[src/rtl/dec_rx_fsm.sv]
// Receive-sequence controller for the 64b/66b PCS decode path: classifies decoded blocks,
// runs the C/S/D/T/E receive state machine with one-block lookahead and substitutes error blocks.
module dec_rx_fsm #(
    parameter int IS_40G      = 1,
    parameter int DATA_W      = 64,
    parameter int KEEP_W      = DATA_W / 8,
    parameter int LANE0_CNT_N = (IS_40G != 0) ? 1 : 2,
    parameter int ERR_CNT_W   = 16
) (
    input  logic                   clk,
    input  logic                   nreset,
    input  logic                   valid_i,
    input  logic                   block_lock_i,
    input  logic                   hi_ber_i,
    input  logic [1:0]             head_i,
    input  logic                   ctrl_v_i,
    input  logic                   idle_v_i,
    input  logic                   term_v_i,
    input  logic                   err_v_i,
    input  logic                   ord_v_i,
    input  logic [LANE0_CNT_N-1:0] start_v_i,
    input  logic [DATA_W-1:0]      data_i,
    input  logic [KEEP_W-1:0]      keep_i,
    output logic                   valid_o,
    output logic                   ctrl_v_o,
    output logic                   idle_v_o,
    output logic                   term_v_o,
    output logic                   err_v_o,
    output logic                   ord_v_o,
    output logic [LANE0_CNT_N-1:0] start_v_o,
    output logic [DATA_W-1:0]      data_o,
    output logic [KEEP_W-1:0]      keep_o,
    output logic                   lf_v_o,
    input  logic                   err_cnt_clr_i,
    output logic [ERR_CNT_W-1:0]   err_cnt_o
);

    typedef enum logic [2:0] {
        BLK_C = 3'd0,
        BLK_S = 3'd1,
        BLK_D = 3'd2,
        BLK_T = 3'd3,
        BLK_E = 3'd4
    } blk_type_t;

    typedef enum logic [2:0] {
        ST_INIT = 3'd0,
        ST_C    = 3'd1,
        ST_D    = 3'd2,
        ST_T    = 3'd3,
        ST_E    = 3'd4
    } state_t;

    typedef struct packed {
        logic                   ctrl_v;
        logic                   idle_v;
        logic                   term_v;
        logic                   err_v;
        logic                   ord_v;
        logic [LANE0_CNT_N-1:0] start_v;
        logic [KEEP_W-1:0]      keep;
        logic [DATA_W-1:0]      data;
    } blk_t;

    localparam logic [1:0]           HEAD_DATA   = 2'b01;
    localparam logic [1:0]           HEAD_CTRL   = 2'b10;
    localparam logic [DATA_W-1:0]    ERR_DATA    = {KEEP_W{8'hFE}};
    localparam logic [ERR_CNT_W-1:0] ERR_CNT_MAX = {ERR_CNT_W{1'b1}};

    // Block type of one decoded block; in 40G mode only lane 0 can carry a start.
    function automatic blk_type_t classify(input logic [1:0] head, input blk_t blk);
        blk_type_t typ;
        logic      start_any;
        logic      is_ctrl;
        start_any = (IS_40G != 0) ? blk.start_v[0] : (|blk.start_v);
        is_ctrl   = (head == HEAD_CTRL) && blk.ctrl_v;
        if (head == HEAD_DATA) begin
            typ = BLK_D;
        end else if (is_ctrl && start_any) begin
            typ = BLK_S;
        end else if (is_ctrl && blk.term_v) begin
            typ = BLK_T;
        end else if (is_ctrl && (blk.idle_v || blk.ord_v) && !blk.err_v) begin
            typ = BLK_C;
        end else begin
            typ = BLK_E;
        end
        return typ;
    endfunction

    function automatic logic legal_after_t(input blk_type_t nxt);
        return (nxt == BLK_S) || (nxt == BLK_C);
    endfunction

    // Receive state machine step, judging the held block with the following block's type.
    function automatic state_t fsm_next(input state_t st, input blk_type_t held, input blk_type_t nxt);
        state_t ns;
        case (st)
            ST_INIT, ST_C, ST_T: begin
                case (held)
                    BLK_C:   ns = ST_C;
                    BLK_S:   ns = ST_D;
                    default: ns = ST_E;
                endcase
            end
            ST_D: begin
                case (held)
                    BLK_D:   ns = ST_D;
                    BLK_T:   ns = legal_after_t(nxt) ? ST_T : ST_E;
                    default: ns = ST_E;
                endcase
            end
            ST_E: begin
                case (held)
                    BLK_C:   ns = ST_C;
                    BLK_D:   ns = ST_D;
                    BLK_T:   ns = legal_after_t(nxt) ? ST_T : ST_E;
                    default: ns = ST_E;
                endcase
            end
            default: ns = ST_E;
        endcase
        return ns;
    endfunction

    state_t                 state_r;
    state_t                 state_nxt_s;
    state_t                 judge_s;
    logic                   hold_v_r;
    logic                   hold_v_nxt_s;
    blk_type_t              hold_type_r;
    blk_type_t              hold_type_nxt_s;
    blk_t                   hold_blk_r;
    blk_t                   hold_blk_nxt_s;
    blk_t                   blk_in_s;
    blk_type_t              type_in_s;
    blk_t                   err_blk_s;
    logic                   out_v_r;
    logic                   out_v_nxt_s;
    blk_t                   out_blk_r;
    blk_t                   out_blk_nxt_s;
    logic                   lf_r;
    logic                   link_down_s;
    logic                   err_inc_s;
    logic [ERR_CNT_W-1:0]   err_cnt_r;
    logic [ERR_CNT_W-1:0]   err_cnt_nxt_s;

    assign link_down_s = !block_lock_i || hi_ber_i;

    // Pack the incoming block and the substitute error block.
    always_comb begin
        blk_in_s.ctrl_v   = ctrl_v_i;
        blk_in_s.idle_v   = idle_v_i;
        blk_in_s.term_v   = term_v_i;
        blk_in_s.err_v    = err_v_i;
        blk_in_s.ord_v    = ord_v_i;
        blk_in_s.start_v  = start_v_i;
        blk_in_s.keep     = keep_i;
        blk_in_s.data     = data_i;
        err_blk_s.ctrl_v  = 1'b1;
        err_blk_s.idle_v  = 1'b0;
        err_blk_s.term_v  = 1'b0;
        err_blk_s.err_v   = 1'b1;
        err_blk_s.ord_v   = 1'b0;
        err_blk_s.start_v = {LANE0_CNT_N{1'b0}};
        err_blk_s.keep    = {KEEP_W{1'b0}};
        err_blk_s.data    = ERR_DATA;
    end

    assign type_in_s = classify(head_i, blk_in_s);
    assign judge_s   = fsm_next(state_r, hold_type_r, type_in_s);

    // Next state, lookahead register and output block selection.
    always_comb begin
        state_nxt_s     = state_r;
        hold_v_nxt_s    = hold_v_r;
        hold_type_nxt_s = hold_type_r;
        hold_blk_nxt_s  = hold_blk_r;
        out_v_nxt_s     = 1'b0;
        out_blk_nxt_s   = out_blk_r;
        err_inc_s       = 1'b0;
        if (link_down_s) begin
            // The held block is dropped silently: it is never judged, so never counted.
            state_nxt_s  = ST_INIT;
            hold_v_nxt_s = 1'b0;
        end else if (valid_i) begin
            hold_v_nxt_s    = 1'b1;
            hold_type_nxt_s = type_in_s;
            hold_blk_nxt_s  = blk_in_s;
            if (hold_v_r) begin
                state_nxt_s = judge_s;
                out_v_nxt_s = 1'b1;
                if (judge_s == ST_E) begin
                    out_blk_nxt_s = err_blk_s;
                    err_inc_s     = 1'b1;
                end else begin
                    out_blk_nxt_s = hold_blk_r;
                end
            end else begin
                state_nxt_s = state_r;
            end
        end else begin
            state_nxt_s = state_r;
        end
    end

    // Saturating error counter; a clear overrides a simultaneous increment.
    always_comb begin
        err_cnt_nxt_s = err_cnt_r;
        if (err_cnt_clr_i) begin
            err_cnt_nxt_s = {ERR_CNT_W{1'b0}};
        end else if (err_inc_s && (err_cnt_r != ERR_CNT_MAX)) begin
            err_cnt_nxt_s = err_cnt_r + {{(ERR_CNT_W-1){1'b0}}, 1'b1};
        end else begin
            err_cnt_nxt_s = err_cnt_r;
        end
    end

    // State register.
    always_ff @(posedge clk) begin
        if (!nreset) begin
            state_r <= ST_INIT;
        end else begin
            state_r <= state_nxt_s;
        end
    end

    // Lookahead register, registered outputs, local fault and error counter.
    always_ff @(posedge clk) begin
        if (!nreset) begin
            hold_v_r    <= 1'b0;
            hold_type_r <= BLK_E;
            hold_blk_r  <= {$bits(blk_t){1'b0}};
            out_v_r     <= 1'b0;
            out_blk_r   <= {$bits(blk_t){1'b0}};
            lf_r        <= 1'b1;
            err_cnt_r   <= {ERR_CNT_W{1'b0}};
        end else begin
            hold_v_r    <= hold_v_nxt_s;
            hold_type_r <= hold_type_nxt_s;
            hold_blk_r  <= hold_blk_nxt_s;
            out_v_r     <= out_v_nxt_s;
            out_blk_r   <= out_blk_nxt_s;
            lf_r        <= link_down_s;
            err_cnt_r   <= err_cnt_nxt_s;
        end
    end

    assign valid_o   = out_v_r;
    assign ctrl_v_o  = out_blk_r.ctrl_v;
    assign idle_v_o  = out_blk_r.idle_v;
    assign term_v_o  = out_blk_r.term_v;
    assign err_v_o   = out_blk_r.err_v;
    assign ord_v_o   = out_blk_r.ord_v;
    assign start_v_o = out_blk_r.start_v;
    assign data_o    = out_blk_r.data;
    assign keep_o    = out_blk_r.keep;
    assign lf_v_o    = lf_r;
    assign err_cnt_o = err_cnt_r;

endmodule
[config.mk]
export PLATFORM = sky130hd
export DESIGN_NAME = dec_rx_fsm
export DESIGN_NICKNAME = d
export VERILOG_FILES = /design/src/rtl/dec_rx_fsm.sv
export SDC_FILE = /design/constraint.sdc
export NUM_CORES = 1
export LEC_CHECK = 0
export BUFFER_PORTS_ARGS = -buffer_cell sky130_fd_sc_hd__buf_2
export CAP_MARGIN = 0
export CORE_UTILIZATION = 35
export DETAILED_ROUTE_END_ITERATION = 8
export MAX_ROUTING_LAYER = met4
export SETUP_SLACK_MARGIN = 0.05
export SYNTH_ARGS = -nofsm -noshare
export SYNTH_HDL_FRONTEND = slang
export SYNTH_SLANG_ARGS = --single-unit
[constraint.sdc]
create_clock -name clk -period 2.3 [get_ports clk]
set_clock_uncertainty 0.15 [all_clocks]
set_input_delay 0.23 -clock clk [delete_from_list [all_inputs] [get_ports clk]]
set_output_delay 0.23 -clock clk [all_outputs]
set_load 0.01 [all_outputs]
# Word level (Yosys, flattened, before mapping)
# Index checks and enable logic that the tools add are counted.
# Widths: inputs -> output; s select.
totals:
  romBits: 0
  mem_count: 0
  ramBits: 0
  in_bits: 86
  register_bits: 181
  latch_bits: 0
classes:
  n_eq_ne: 12
  n_reduce_logical: 21
  addsub: 1
  mul: 0
  bitwise_logic: 3
  n_mux: 15
  magnitude_cmp: 0
  div: 0
  shifts: 0
ops:
  columns: ["cell", "count"]
  rows:
  - ["$mux 78", 1]
  - ["$pmux 3 s3", 2]
  - ["$add 16x1->16 const B", 1]
  - ["$ne 16x16->1 const B", 1]
  - ["$mux 3", 5]
  - ["$eq 3x2->1 const B", 4]
  - ["$pmux 3 s2", 2]
  - ["$eq 3x1->1 const B", 3]
  - ["$logic_not 3->1", 3]
  - ["$eq 3x3->1 const B", 2]
  - ["$logic_and 1x1->1", 6]
  - ["$reduce_or 3->1", 2]
  - ["$mux 1", 5]
  - ["$reduce_and 2->1", 2]
  - ["$reduce_or 2->1", 2]
  - ["$logic_or 1x1->1", 3]
  - ["$not 1->1", 3]
  - ["$reduce_and 3->1", 1]
  - ["$eq 2x1->1 const B", 1]
  - ["$eq 2x2->1 const B", 1]
  - ["$logic_not 1->1", 2]

# Logic depth before layout (Yosys ltp)
# Gate-level depths: netlist of run 1.
depth:
  word_depth: 19
  mapped_depth: 9
  depth_no_buf: 6

# Worst setup path after synthesis of run 1
# No wires, ideal clock.
synth_timing:
  path_kind: "register to register"
  startpoint: "register err_cnt_r[0] (netlist: err_cnt_o[0])"
  endpoint: "register err_cnt_r[7] (netlist: err_cnt_o[7])"
  path_stages_with_launch: 8
  setup_time_ns: 0.115
  period_less_slack_ns: 1.979
  slack_ns: 0.321
  arrival_ns: 1.715
  required_ns: 2.035
  cell_sequence: "dfxtp_1 -> ha_1 -> and4_1 -> a31oi_4 -> o21ai_2 -> buf_6 -> o31a_1 -> o21a_1"
synth_between:
  elab_chain_cells: 2
synth_lines:
  columns: ["element", "line_no", "source"]
  rows:
  - ["start, declared", "145", "logic [ERR_CNT_W-1:0] err_cnt_r;"]
  - ["start signal, assigned", "237", "err_cnt_r <= {ERR_CNT_W{1'b0}};"]
  - ["start signal, assigned", "245", "err_cnt_r <= err_cnt_nxt_s;"]
  - ["parallel branches: the longest is 2 deep, another holds $add 16x1->16", null, null]
# Several ways; the timed one is not identified.
# A chain may end at the register's enable or synchronous reset.

# Final worst setup path of run 1
layout_timing:
  startpoint: "input valid_i"
  endpoint: "register out_blk_r (netlist bit data_o[8])"
layout_between:
  elab_chain_cells: 1
layout_lines:
  columns: ["element", "line_no", "source"]
  rows:
  - ["start, declared", "12", "input logic valid_i,"]
  - ["$reduce_and 3->1 (no line)", null, null]
  - ["end signal, assigned", "235", "out_blk_r <= {$bits(blk_t){1'b0}};"]
  - ["end signal, assigned", "243", "out_blk_r <= out_blk_nxt_s;"]
  - ["end, declared", "140", "blk_t out_blk_r;"]
# No other way between the ends.

==> out/metrics.cfg, run 1 <==
[drt]
highest_layer = met4
dr.pass1.iters = 4
wl_met1_mm = 9.499
routed_wl_mm = 19.85
dr_wl_met2_mm = 9.254
wl_per_cell_um = 14.52
dr_wl_met3_um = 790
drtIter0Drc = 249
ant_nets = 0
vias_per_cell = 4.809
vias = 6574
drc = 0

[worst_setup_path]
worstSetupEndpointType = flip-flop
worstReg2RegEnd = err_cnt_o[6]$_SDFFE_PP0P_
reg2reg_depth = 7
path_cells = dlygate4sd3_1 > buf_2 > and2_1 > nand2_4 > buf_4 > nand2_1 > a21boi_0
r2r_start = err_cnt_o[0]$_SDFFE_PP0P_
r2r_slack_ns = 0.21
path_class = in2reg
cp-start-kind = primary input
crit_required_ns = 2.50
cp_max_fo = 78
crit_arrival_ns = 2.30
max_stage_delay_ns = 0.72
crit_slowest_cell = buf_4

[hold_path]
worstHoldPathType = in2reg
whs_path_depth = 2
min_from = nreset
hold_end = hold_blk_r[65]$_SDFFE_PN0P_

[die]
ios = 182
dieArea_um2 = 20570
die_y_um = 143.4
fp-row-count = 51
start_util_pct = 35.85
die_w_um = 143.4
core_um2 = 19530

[layout]
n_fill_cell = 1945
seq_area_um2 = 3623
drive_gt1_share_pct = 22.87
n_antenna_cell = 0
area_growth_pct = 38.22
nets = 1176
multi_input_area_um2 = 3103
final_util_pct = 49.55
layout_common_cells = nand2_1 (190), dfxtp_1 (181), buf_2 (180)
final_common_cell = nand2_1

[synthesis]
synth_mux_area_share_pct = 0.1430
ys_async_sr_fraction_pct = 0
synth_top_flop_cell = dfxtp_1
synth_top_family_by_area = compound AO/OA/AOI/OAI gates
synth_area_per_cell_um2 = 8.254
yosysSeqAreaShare_pct = 51.77
synth_xor_area_share_pct = 0.5005
syn_nets = 935
syn_area_um2 = 6999
synth_edf_count = 0
synthSimpleGateAreaFrac_pct = 19.47
ys_seq_elements = 181
synth_cells = 848
synthAdderAreaFrac_pct = 0.1788
ys_warn_count = 0
synth_cell_types = 42
synth_compound_area_share_pct = 23.56

[timing]
fin_crit_sh_pct = 91.21
max_freq_mhz = 476.7
rsz0062_at_grt = no
setup_viol = 0
final_hold_viol_count = 0
slew_violations = 0
fin_setup_tns_ns = 0
worstMarginPinSlew_ns = 0.9585
fin_ws_ns = 0.2021
slew-limit-headroom_pct = 36.10
period_needed_ns = 2.098

[global_routing]
grt_pass1_vias = 6234
grt_max_degree = 101
grt-ovfl-total = 0
grt_pass1_wl_mm = 31.42
grt_usage_pct = 20.15
antenna_found_initial = 0

[status]
outcome = completed

[place]
dp_hpwl_mm = 11.85
port_buffers = 181
gp_congestion = 0.8378
dp_slack_ns = 0.05933

[clock_network]
cts_tree = yes
clk_pin_slew_ns = 0.07
cts-root-buf = clkbuf_16
h-tree-depth = 4
clock_latency_ns = 0.42
cts-buffers-inserted = 17
clockBufferDepth = 2
cts.sinks = 181

[power]
p_per_area_nw_per_um2 = 683.4
p_leak_uw = 0.004078
vdd_drop_max_mv = 0.5411

[flow_run]
maxCapViolCount = 0

==> report_power, final <==
| group | switching (uW) | leakage, uW | internal (uW) |
|---|---|---|---|
| clock network | 1390 | 0.000286 | 1550 |
| logic | 218 | 0.00233 | 239 |
| registers | 26.9 | 0.00146 | 3190 |
| total | 1630 | 0.00408 | 4980 |
==> area by class of cell <==
| type | instances | share of cell area, % |
|---|---|---|
| repair buffers | 289 | 20.74 |
| multi-input cells | 594 | 32.07 |
| inverters | 6 | 0.2328 |
| clock buffers | 17 | 4.397 |
| well taps | 265 | 3.427 |
| clock inverters | 15 | 1.668 |
| flip-flops and latches | 181 | 37.45 |
==> synthesized netlist by cell type (all sizes together), types with 3 or more instances <==
cell type	n	share of area, %
o21ai	68	4.9
and3	3	0.27
o31ai	5	0.54
nand3	30	2.1
or3	5	0.45
clkbuf	55	2.9
a31oi	4	0.57
and2	3	0.27
xor2	4	0.50
a21oi	71	5.1
nand2b	3	0.27
nand2	192	10
buf	12	1.1
inv	6	0.32
nor2	73	3.9
dfxtp	181	52
a21boi	100	11
or4	6	0.64
==> critical path: cells and delay by family <==
family | cells | cell delay, ns
AOI/OAI and AO/OA | 1 | 0.17
buffers and inverters | 3 | 1.43
and+or+nand+nor | 3 | 0.41
==> per-stage QoR <==
step / cells / total power [uW] / hold WS, ns / cell area (um^2)
floorplan: 848 / 3466 / 0.1958 / 6999
global placement: 1252 / 3634 / 0.2943 / 8250
detailed placement: 1252 / 3636 / 0.3026 / 8250
CTS: 1364 / 6682 / 0.03098 / 9638
global route: 1367 / 6864 / 0.04028 / 9674
finish: 1367 / 6611 / 0.05279 / 9674
==> routing by layer <==
metal  up-vias  global-route usage [%]
li1       3347                       -
met1      3062                   24.67
met2       147                   32.98
met3        18                   4.299
met4         0                   6.439
met5         -                       -
==> how the worst max path moves through the flow <==
| stage | start | endpoint | depth (start not counted) |
|---|---|---|---|
| floorplan | err_cnt_o[0]$_SDFFE_PP0P_ | err_cnt_o[7]$_SDFFE_PP0P_ | 7 |
| global placement | err_v_i | err_cnt_o[0]$_SDFFE_PP0P_ | 8 |
| detailed placement | err_v_i | err_cnt_o[0]$_SDFFE_PP0P_ | 8 |
| CTS | state_r[1]$_SDFFE_PP0P_ | err_cnt_o[0]$_SDFFE_PP0P_ | 7 |
| global route | valid_i | keep_o[4]$_SDFFE_PN0P_ | 7 |
| finish | valid_i | data_o[8]$_SDFFE_PN0P_ | 7 |
==> state kept, by name, indices dropped and copies added (netlist names) <==
signal       cells
valid_o          1
err_v_o          1
start_v_o        1
idle_v_o         1
keep_o           8
hold_type_r      3
term_v_o         1
ord_v_o          1
hold_blk_r      78
ctrl_v_o         1
hold_v_r         1
lf_v_o           1
state_r          3
data_o          64
err_cnt_o       16
==> cells by family after synthesis <==
kind of cell	count (synthesis)
buf+inv	73
mux	1
flops	181
compound gates	261
xor+xnor	4
fa+ha+maj	1
simple gates	327
==> what timing repair did <==
| item | 4_1_cts | 5_1_grt |
|---|---|---|
| hold buffers | 80 | 0 |
| resized for setup | 0 | 3 |
| endpoints found under the setup margin | 0 | 14 |
| hold endpoints to repair | 83 | 0 |
| buffers inserted | 0 | 3 |
(Power assumes the default switching activity.)
==> inputs of run 2 (changes only) <==
CORE_ASPECT_RATIO = 1.2   (was unset)
clock period = 2.2 ns   (was 2.3 ns; I/O delays follow)
==> run 2 against run 1 <==
Effect of this change:
- global-route usage fell by 0.91 points
- die area barely moved
- sequential power rose by 5%
- clock power rose by 5%
- largest cell class unchanged
- highest routed layer unchanged
==> out/metrics.cfg, run 2 (same netlist as run 1, synthesis figures left out) <==
[timing]
slew_violations = 0  ; unchanged
final_hold_viol_count = 0  ; unchanged
fin_setup_tns_ns = 0  ; unchanged
max_freq_mhz = 481.9
rsz0062_at_grt = yes  ; was no
hold-worst-slack_ns = 0.09730  ; was 0.05279 ns
fin_ws_ns = 0.1249  ; was 0.2021 ns
fin_crit_sh_pct = 94.32
period_needed_ns = 2.075
worstMarginPinSlew_ns = 0.6936  ; was 0.9585 ns
setup_viol = 0  ; unchanged
slew-limit-headroom_pct = 53.76  ; was 36.10%

[layout]
nets = 1181  ; was 1176
largest_reg_flops = 78  ; unchanged
top_register = hold_blk_r  ; unchanged
n_fill_cell = 1867  ; was 1945
final_util_pct = 49.96  ; was 49.55%
drive_gt1_share_pct = 23.24  ; was 22.87%
final_common_cell = nand2_1  ; unchanged
area_growth_pct = 39.52  ; was 38.22%
layout_common_cells = nand2_1 (190), buf_2 (180), dfxtp_1 (178)  ; was nand2_1 (190), dfxtp_1 (181), buf_2 (180)

[global_routing]
grt-ovfl-total = 0  ; unchanged
grt_max_degree = 88  ; was 101
grt_pass1_wl_mm = 30.31  ; was 31.42 mm
grt_usage_pct = 19.24  ; was 20.15%
grt_pass1_vias = 6238  ; was 6234
antenna_found_initial = 1  ; was 0

[die]
die_y_um = 156.9  ; was 143.4 um
fp-row-count = 56  ; was 51
die_w_um = 131.1  ; was 143.4 um
dieArea_um2 = 20570  ; about the same
start_util_pct = 35.80  ; was 35.85%
core_um2 = 19550  ; was 19530 um^2
ios = 182  ; unchanged

[drt]
routed_wl_mm = 19.25  ; was 19.85 mm
drc = 0  ; unchanged
drtIter0Drc = 353  ; was 249
vias_per_cell = 4.807  ; was 4.809
wl_per_cell_um = 14.07  ; was 14.52 um
vias = 6576  ; was 6574
ant_nets = 0  ; unchanged
dr.pass1.iters = 4  ; unchanged

[clock_network]
cts.sinks = 181  ; unchanged
cts-buffers-inserted = 17  ; unchanged
clk_pin_slew_ns = 0.07  ; about the same
clock_latency_ns = 0.42  ; about the same
cts_tree = yes  ; unchanged
clockBufferDepth = 2  ; unchanged
h-tree-depth = 4  ; unchanged
cts-root-buf = clkbuf_16  ; unchanged

[worst_setup_path]
max_stage_delay_ns = 0.52  ; was 0.72 ns
path_class = reg2reg  ; was in2reg
cp-start-kind = flip-flop  ; was primary input
crit_arrival_ns = 2.28  ; was 2.30 ns
worstSetupEndpointType = flip-flop  ; unchanged
cp_max_fo = 12  ; was 78
path_cells = and4_1 > and4_1 > a31oi_4 > o21ai_4 > or4_1 > a21oi_2  ; was dlygate4sd3_1 > buf_2 > and2_1 > nand2_4 > buf_4 > nand2_1 > a21boi_0
crit_top_cell = and4_1
crit_slowest_cell = or4_1  ; was buf_4
crit_required_ns = 2.41  ; was 2.50 ns

[place]
dp_slack_ns = 0.04437  ; was 0.05933 ns
gp_congestion = 0.7838  ; was 0.8378
dp_hpwl_mm = 11.36  ; was 11.85 mm
port_buffers = 181  ; unchanged

[power]
p_per_area_nw_per_um2 = 709.7  ; was 683.4 nW/um^2
p_leak_uw = 0.004127  ; was 0.004078 uW
vdd_drop_max_mv = 0.5009  ; was 0.5411 mV

[hold_path]
worstHoldPathType = in2reg  ; unchanged

[flow_run]
maxCapViolCount = 0  ; unchanged

[status]
outcome = completed  ; unchanged

[run 2: cell types whose count changed in the layout (fill, tap and decap cells not counted), moves of 3 or more]
cell	change
inv_8	-6
dfxtp_2	+3
dlygate4sd3_1	+3
clkbuf_8	+4
dfxtp_1	-3
[run 2: critical path: cells and delay by family, from the launching register on]
kind	cells	cell delay [ns]
AO/OA/AOI/OAI	3	0.51
flip-flops	1	0.34
AND/OR/NAND/NOR	3	1.00
[run 2: report_power, final]
group / total (uW) / switching, uW / internal (uW)
combinational: 482 / 226 / 255
sequential: 3360 / 29.7 / 3330
clock: 3080 / 1290 / 1800
total: 6930 / 1540 / 5390
[run 2: worst paths after layout]
check	from	end	slack (ns)	cells past startpoint
setup / recovery	err_cnt_o[4]$_SDFFE_PP0P_	err_cnt_o[5]$_SDFFE_PP0P_	0.12	6
hold / removal	head_i[1]	hold_type_r[2]$_SDFFE_PN1P_	0.1	4
setup reg to reg	err_cnt_o[4]$_SDFFE_PP0P_	err_cnt_o[5]$_SDFFE_PP0P_	0.12	6
hold reg to reg	keep_o[2]$_SDFFE_PN0P_	keep_o[2]$_SDFFE_PN0P_	0.31	2
[run 2: routing by layer]
metal	vias to the layer above	GRT usage (%)	wire length, um	share of wire (%)
li1	3349	-	-	-
met5	-	-	0	0
met4	0	5.583	290	1.5
met2	159	32.38	9170	48
met1	3045	22.58	8854	46
met3	23	4.657	937	4.9
[run 2: layout make-up]
cell class	count	area, um^2	area share (%)
antenna	1	2.502	0.02562
sequential	181	3627	37.14
multi-input combinational	594	3114	31.89
clock buffer	21	480.5	4.920
clock inverter	10	118.9	1.217
inverter	6	22.52	0.2306
timing repair buffer	294	2073	21.23
tap	261	326.6	3.344
[run 2: metrics by stage]
| stage | area, um^2 | total power [uW] | instances |
|---|---|---|---|
| floorplan | 6999 | 3624 | 848 |
| global placement | 8252 | 3796 | 1248 |
| detailed placement | 8252 | 3799 | 1248 |
| CTS | 9689 | 7005 | 1362 |
| global route | 9766 | 7194 | 1368 |
| finish | 9766 | 6931 | 1368 |
[run 2: what timing repair did]
item,4_1_cts,5_1_grt
resized for setup,1,7
setup endpoints to repair,1,29
hold buffers,83,0
buffers inserted,0,4
pin swaps,0,3
cloned,0,1
endpoints found under the hold margin,83,0
